--- src/rtl/pc_stack_unit.sv ---
// Program counter with a hardware return-address stack.
// Next-PC priority: return > call > jump > taken conditional jump > sequential.
module pc_stack_unit #(
    parameter int PC_W  = 8,
    parameter int DEPTH = 8
) (
    input  logic                     clk,
    input  logic                     rst_n,
    input  logic                     en,
    input  logic [PC_W-1:0]          target,
    input  logic                     jump,
    input  logic                     c_jump,
    input  logic                     cond,
    input  logic                     stack_up,
    input  logic                     stack_down,
    input  logic                     c_stack,
    output logic [PC_W-1:0]          pc,
    output logic [$clog2(DEPTH):0]   depth,
    output logic                     full,
    output logic                     empty,
    output logic                     stk_ovf,
    output logic                     stk_unf
);

    localparam int AW = $clog2(DEPTH);
    localparam int DW = AW + 1;

    logic [PC_W-1:0] stack_mem [DEPTH];
    logic [PC_W-1:0] pc_inc;
    logic [PC_W-1:0] pc_next;
    logic [PC_W-1:0] stack_top;
    logic [AW-1:0]   top_idx;
    logic [DW-1:0]   depth_next;
    logic            do_ret;
    logic            push;
    logic            ovf_set;
    logic            unf_set;

    assign full      = (depth == DW'(DEPTH));
    assign empty     = (depth == '0);
    assign pc_inc    = pc + 1'b1;
    assign do_ret    = stack_down & c_stack;
    // When empty this index wraps, but the value is never selected.
    assign top_idx   = depth[AW-1:0] - 1'b1;
    assign stack_top = stack_mem[top_idx];

    always_comb begin
        pc_next    = pc_inc;
        depth_next = depth;
        push       = 1'b0;
        ovf_set    = 1'b0;
        unf_set    = 1'b0;
        if (do_ret) begin
            if (!empty) begin
                pc_next    = stack_top;
                depth_next = depth - 1'b1;
            end else begin
                unf_set = 1'b1;
            end
        end else if (stack_up) begin
            pc_next = target;
            if (!full) begin
                push       = 1'b1;
                depth_next = depth + 1'b1;
            end else begin
                ovf_set = 1'b1;
            end
        end else if (jump || (c_jump && cond)) begin
            pc_next = target;
        end
    end

    always_ff @(posedge clk) begin
        if (!rst_n) begin
            pc      <= '0;
            depth   <= '0;
            stk_ovf <= 1'b0;
            stk_unf <= 1'b0;
        end else if (en) begin
            pc      <= pc_next;
            depth   <= depth_next;
            stk_ovf <= stk_ovf | ovf_set;
            stk_unf <= stk_unf | unf_set;
        end
    end

    // Storage is not reset; entries above depth are never read onto pc.
    always_ff @(posedge clk) begin
        if (rst_n && en && push) begin
            stack_mem[depth[AW-1:0]] <= pc_inc;
        end
    end

endmodule

--- config.mk ---
export PLATFORM = sky130hd
export DESIGN_NAME = pc_stack_unit
export DESIGN_NICKNAME = d
export VERILOG_FILES = /design/src/rtl/pc_stack_unit.sv
export SDC_FILE = /design/constraint.sdc
export NUM_CORES = 1
export LEC_CHECK = 0
export CORE_UTILIZATION = 49
export CTS_BUF_LIST = sky130_fd_sc_hd__clkbuf_4 sky130_fd_sc_hd__clkbuf_8
export DETAILED_ROUTE_END_ITERATION = 8
export PLACE_DENSITY = 0.7
export SYNTH_ARGS = -nofsm -noshare
export SYNTH_HDL_FRONTEND = slang
export SYNTH_SLANG_ARGS = --single-unit
--- constraint.sdc ---
create_clock -name clk -period 3.2 [get_ports clk]
set_input_delay 0.64 -clock clk [delete_from_list [all_inputs] [get_ports clk]]
set_output_delay 0.64 -clock clk [all_outputs]
set_load 0.005 [all_outputs]
Yosys cells after proc, flatten, opt, wreduce, memory -nomap -nowiden --
Memory sizes are Yosys's and may differ from the RTL's. Cells that the tools add are included.
Cells by class: add/sub/neg operators 4, equality and inequality tests 3, multiplexer cells 18, bitwise gates (word level) 3, reduce and logical (&&, ||, !) cells 7
Operators by type and width (number):
- 2-to-1 mux 8 bit | 4
- 2-to-1 mux 4 bit | 4
- 2-to-1 mux 1 bit | 10
- adder 8 x 1 -> 8 bit (second input constant) | 1
- adder 4 x 1 -> 4 bit (second input constant) | 1
- equality test 4 bit (second input constant) | 1
- logical NOT 4 bit | 1
- AND reduction 4 bit | 1
- subtractor 4 x 1 -> 4 bit (second input constant) | 1
- logical AND 1 bit | 3
- subtractor 3 x 1 -> 3 bit (second input constant) | 1
- != test 2 x 1 -> 1 bit (second input constant) | 1
- != test 2 bit (second input constant) | 1
- bitwise OR 1 bit | 2
- nonzero test 2 bit | 1
- AND 1 bit | 1
- logical OR 1 bit | 1
Word-level totals: flip-flop bits (word level) 14, RAM bits 64, input bits 17, output and inout bits 16, memories kept 1
Memory list:
- stack_mem | words 8, width 8, read ports 1, clocked after memory_dff 0, wr ports 1, RTL line 28 | logic [PC_W-1:0] stack_mem [DEPTH];

Depth between registers and ports, before layout --
Gate-level depths: netlist (run 1).
word-level depth 7, mapped depth 10, mapped depth without buffers 7

Worst setup path after synthesis (run 1) --
Ideal clock, no wire load.
path kind register -> register, start point register depth[1], end point memory stack_mem[4][0] (enable), data arrival time 2.278 ns, data required time 2.802 ns, slack 0.524 ns, cell stages (with the launch flop) 7, buffers on the path 1, period minus slack after synthesis 2.676 ns, cell sequence dfxtp_1 > clkbuf_1 > inv_1 > ha_1 > nand3b_1 > nand4_1 > nor4b_1
Between the ends: cells in the longest elaborated chain, start to end 7
RTL lines:
- from (decl) | RTL line 18 | output logic [$clog2(DEPTH):0] depth,
- from (signal assigned) | RTL line 81 | depth <= depth_next;
- equality test 4 bit | RTL line 39 | assign full = (depth == DW'(DEPTH));
- 2-to-1 mux 1 bit | RTL line 62 | if (!full) begin
- 2-to-1 mux 1 bit | RTL line 60 | end else if (stack_up) begin
- 2-to-1 mux 1 bit | RTL line 53 | if (do_ret) begin
- logical AND 1 bit | RTL line 89 | if (rst_n && en && push) begin
- 2-to-1 mux 1 bit | RTL line 89
- 2-to-1 mux 1 bit (not written as such) | RTL line 90 | stack_mem[depth[AW-1:0]] <= pc_inc;
- to (decl) | RTL line 28
Parallel ways exist; a longest one is shown, timed or not.

Worst setup path after layout (run 1) --
start point register depth[0], end point output empty
Between the ends: cells in the longest elaborated chain, start to end 1
RTL lines:
- logical NOT 4 bit | RTL line 40 | assign empty = (depth == '0);
- to (decl) | RTL line 20 | output logic empty,
Every way passes these cells.

==> run metrics, run 1 <==
PwrDens approximately 560 mW/mm2; Synth async-reset ratio 0%; overall power 2.28 mW; total clock sinks 78; die area approximately 0.0073 mm2; FMAX around 360 MHz; Synth area leaders edfxtp_1 (56%), mux2i_1 (9.6%), dfxtp_1 (8.2%); Hold Path Class reg -> reg; Die Ht 85.6 um; DP Wirelength 4730 um; fin crit share 86.3%; Initial DRT Pass Iterations 4; via count 2186; Net Count, Synth 276; Avg Vias per Cell 5.66; CP max FO 12; # resized after CTS 0; CP arrival approximately 2.1 ns; EDFF count, synth 64; Pleak 1.42 nW; gr usage total 20.6%; cell taking the most area after synthesis edfxtp_1; Rel. slew slack 41.9%; Routed WL 6830 um; Syn Std Cell Area 0.00342 mm2; post-synthesis sequential area ratio 64.3%; Clock Latency Late Sink 0.34 ns; Syn Area/Cell 13.4 um2; Distinct cells, synth 42; vias in the first global route 2143; Period minus WS final 2.76 ns; pre-CTS WS ~0.47 ns; complex-gate fraction of the synthesized area 9.61%; Clock Path Buffers 2; Synth Area in XOR/XNOR 2.81%; TritonCTS clock tree built; Critical Path RT 2.56 ns; initial antenna violation count 0; Mapped Cells 256; Setup TNS Final 0 ns; Die W 85.6 um; first-pass GRT wire length 11100 um; Synth Warn # 0; remaining global-route overflow 0; multiplexer area fraction after synthesis between 9 and 10%; commonest non-fill, non-tap cell in the layout edfxtp_1; final antenna-violating net count 0; postcts setup bufs 0; final number of setup-violating endpoints 0; CP Launch Type register; Worst Setup End Kind output pin; Hold Fails Final Rpt 0; largest net degree at the start of global routing 25; Final Skew 0.00790 ns; outcome finished, final reports clean; core area ~0.0068 mm2; First DRT Iteration DRCs 138; dominant register cell in the synthesized netlist edfxtp_1; H-Tree Depth 3; Adder-Cell Fraction of Synth Area 1.10%; IO Count 33; antenna cell count 0; clock buffer count from CTS 9; Pins Over Slew Limit 0; Synth Area in Simple Gates under 10%; Worst Tran Pin Value 0.865 ns; Crit Path Class reg -> out; Port Buffers 32; largest family of logic cells by synthesized area multiplexers; maxcap violations 0; final-layout fill cell count roughly 550; starting density of the core slightly above 50%; Hold-fix buffers, CTS 0; Setup WS post-layout 0.438 ns; Clock Pin Slew Worst Setup and Hold Paths approximately 0.080 ns; commonest non-fill, non-tap cells in the layout edfxtp_1 (64), mux2i_1 (33), clkdlybuf4s50_1 (32), nand2_1 (16); DRC 0; CTS root buf clkbuf_8; Core Rows 30; GP Congestion 0.814; post-synth top area share 56.1%; FF+latch count, synth 78; share of cells above drive strength 1 10.8%; RSZ-0062 raised after global routing false; NumNets Final about 320; WL per Instance 17.7 um; maximum VDD drop 379 uV; area grow syn2layout 19.7%
[cell usage after synthesis (all sizes together) (3+ instances only)]
library cell	n
clkbuf	4
nand2	16
mux2i	33
a21oi	14
nor4	5
nand3	11
buf	8
a221oi	6
xor2	4
and2	3
edfxtp	64
inv	8
a22oi	7
a21boi	3
nor3	4
xnor2	7
ha	3
o21ai	10
nor2	10
dfxtp	14
[layout make-up]
cell class,instances,area [um2],share of cell area (%)
Timing Repair Buffer,46,425,10.4
Multi-Input combinational cell,158,1120,27.4
Sequential cell,78,2200,53.7
Tap cell,80,100,2.44
Clock buffer,10,131,3.20
Clock inverter,6,86.3,2.11
Inverter,8,30.0,0.732
[path summary, 6_finish.rpt]
check | startpoint | end | slack, ns | cells past startpoint
worst max-delay path | depth[0] | empty | 0.44 | 4
worst min-delay path | stk_unf | stk_unf | 0.47 | 2
worst max register to register | depth[0] | stack_mem[5][6] | 0.66 | 7
worst min register to register | stk_unf | stk_unf | 0.47 | 2
[metrics by stage]
step                hold slack (ns)  std cells  area [um2]  util (%)
finish                        0.468        386        4100      60.7
global route                  0.505        386        4100      60.7
CTS                           0.470        386        4100      60.7
detailed placement            0.450        370        3880      57.5
global placement              0.450        370        3880      57.5
floorplan                     0.452        256        3420         -
[worst max-delay path: stages (launching register included)]
cell and delay [ns]:
dfxtp_1 0.46, inv_1 0.17, ha_1 0.28, nor3b_4 0.32, clkdlybuf4s50_1 0.55
[flip-flops by register name, summed over array words and instances (netlist names)]
| name | count |
|---|---|
| depth | 4 |
| pc | 8 |
| stack_mem | 64 |
| stk_ovf | 1 |
| stk_unf | 1 |
[power breakdown]
group	internal [mW]	total [mW]	leakage, nW	switching [mW]
combinational	0.155	0.338	0.609	0.183
sequential	1.13	1.16	0.698	0.0270
clock	0.448	0.788	0.110	0.340
total	1.73	2.28	1.42	0.550
[routing by layer]
layer / routed length [um] / global-route usage [%] / share of wire [%] / vias up
met5: 0 / 0 / 0 / -
met4: 172 / 10.6 / 2.5 / 0
met3: 353 / 3.37 / 5.2 / 12
met2: 3110 / 31.1 / 45 / 63
met1: 3200 / 29.1 / 47 / 1045
li1: - / - / - / 1066
[cells by family after synthesis]
logic type                 after synthesis
muxes                                   33
AOI/OAI and AO/OA                       50
and+or+nand+nor                         61
adders and majority gates                3
xor gates and xnor gates                11
DFF                                     78
buffers and inverters                   20
No activity file was read; power rests on OpenSTA's default activity.
==> run 2, diff against run 1 <==
SKIP_LAST_GASP = 1   (was unset)
==> results of run 2 <==
The final DEF is identical to that of run 1; final timing and power are the same.
==> run 3, diff against run 2 <==
MAX_ROUTING_LAYER = met4   (was unset)
==> run 3 against run 2 <==
Core utilization unchanged; cell area unchanged; combinational power hardly changed; wire length down 1.1%; sequential share of layout area stayed put; die area is the same; critical endpoint unchanged; largest cell class unchanged.
==> run metrics, run 3 (synthesized netlist as in run 1, its figures left out) <==
outcome finished, final reports clean (unchanged); RSZ-0062 raised after global routing false (unchanged); Setup TNS Final 0 ns (unchanged); remaining global-route overflow 0 (unchanged); Worst Setup End Kind output pin (unchanged); Core Rows 30 (unchanged); Final Skew 0.00821 ns (was 0.00790 ns); FMAX 365 MHz (was 362 MHz); Pleak 1.42 nW (unchanged); end-of-flow core utilization 60.7% (unchanged); RR Startpoint depth[0] (unchanged); M1 wire length 3180 um (was 3200 um); Clock Latency Late Sink 0.34 ns (about the same); Post-DP Area 0.00388 mm2 (unchanged); IO Count 33 (unchanged); Critical Path RT 2.56 ns (about the same); Die W 85.6 um (unchanged); First DRT Iteration DRCs 104 (was 138); clock buffer count from CTS 9 (unchanged); Clock Path Buffers 2 (unchanged); fin crit share 85.6% (was 86.3%); final number of setup-violating endpoints 0 (unchanged); TritonCTS clock tree built (unchanged); vias in the first global route 2148 (was 2143); DRC 0 (unchanged); Port Buffers 32 (unchanged); Pins Over Slew Limit 0 (unchanged); Hold-fix buffers, CTS 0 (unchanged); Period minus WS final 2.74 ns (was 2.76 ns); NumNets Final 321 (unchanged); CP Launch Type register (unchanged); CP max FO 12 (unchanged); maximum VDD drop 379 uV (about the same); core area 0.00676 mm2 (unchanged); # resized after CTS 0 (unchanged); CP arrival 2.10 ns (was 2.12 ns); met2 wire len 3070 um (was 3110 um); GP Congestion 0.826 (was 0.814); WL per Instance 17.5 um (was 17.7 um); overall power 2.28 mW (about the same); gr usage total 21.3% (was 20.6%); area grow syn2layout 19.7% (unchanged); Rel. slew slack 46.6% (was 41.9%); Die Ht 85.6 um (unchanged); Avg Vias per Cell 5.70 (was 5.66); total clock sinks 78 (unchanged); first-pass GRT wire length 11100 um (about the same); H-Tree Depth 3 (unchanged); PwrDens 555 mW/mm2 (was 557 mW/mm2); via count 2201 (was 2186); Initial DRT Pass Iterations 4 (unchanged); Routed WL 6760 um (was 6830 um); die area 0.00733 mm2 (unchanged); Hold Path Class reg -> reg (unchanged); commonest non-fill, non-tap cells in the layout edfxtp_1 (64), mux2i_1 (33), clkdlybuf4s50_1 (32), nand2_1 (16) (unchanged); final instance area 0.00410 mm2 (unchanged); met3 WL 342 um (was 353 um); maxcap violations 0 (unchanged); antenna cell count 0 (unchanged); max layer used met4 (unchanged); Crit Path Class reg -> out (unchanged); CTS root buf clkbuf_8 (unchanged); share of cells above drive strength 1 10.8% (unchanged); initial antenna violation count 0 (unchanged); starting density of the core 50.7% (unchanged); max reg flops 64 (unchanged); Hold Fails Final Rpt 0 (unchanged); largest net degree at the start of global routing 25 (unchanged); Clock Pin Slew Worst Setup and Hold Paths 0.07 ns (was 0.08 ns); hold_sp stk_unf (unchanged); DP Wirelength 4730 um (unchanged); crit path launch depth[0] (unchanged); commonest non-fill, non-tap cell in the layout edfxtp_1 (unchanged); final antenna-violating net count 0 (unchanged); Worst Tran Pin Value 0.795 ns (was 0.865 ns); postcts setup bufs 0 (unchanged)
## run 3: cell counts in the layout (fill, tap and decap cells not counted)
No cell type changed its count.
## run 3: metrics by stage
| stage | std cells | setup slack, ns | hold slack, ns |
|---|---|---|---|
| after floorplan | 256 | 0.524 | 0.452 |
| after global placement | 370 | 0.555 | 0.450 |
| after detailed placement | 370 | 0.473 | 0.450 |
| after CTS | 386 | 0.442 | 0.470 |
| after global routing | 386 | 0.317 | 0.505 |
| final | 386 | 0.462 | 0.469 |
## run 3: worst paths after layout
kind / to / slack, ns / depth (start not counted)
worst min-delay path: stk_unf / 0.47 / 2
worst max register to register: stack_mem[5][6] / 0.65 / 7
worst min register to register: stk_unf / 0.47 / 2
worst max-delay path: empty / 0.46 / 4
## run 3: worst max-delay path: stages, from the launching register on
cell	delay, ns
dfxtp_1	0.46
inv_1	0.17
ha_1	0.28
nor3b_4	0.31
clkdlybuf4s50_1	0.55
## run 3: final cells by class
type,instances,area (um2)
clock buffers,10,131
clock inverters,6,86.3
fillers,546,2660
inverters,8,30.0
multi-input cells,158,1120
flip-flops and latches,78,2200
well taps,80,100
repair buffers,46,425
## run 3: where the power goes
part | leakage [nW] | total (mW) | switching (mW) | internal (mW)
registers | 0.698 | 1.16 | 0.0267 | 1.13
clock network | 0.110 | 0.784 | 0.336 | 0.448
logic | 0.609 | 0.337 | 0.182 | 0.155
total | 1.42 | 2.28 | 0.545 | 1.73
## run 3: routing by layer
metal	GRT usage, %	vias up
met4	10.6	0
li1	-	1065
met5	-	-
met2	31.1	75
met1	29.2	1047
met3	3.27	14
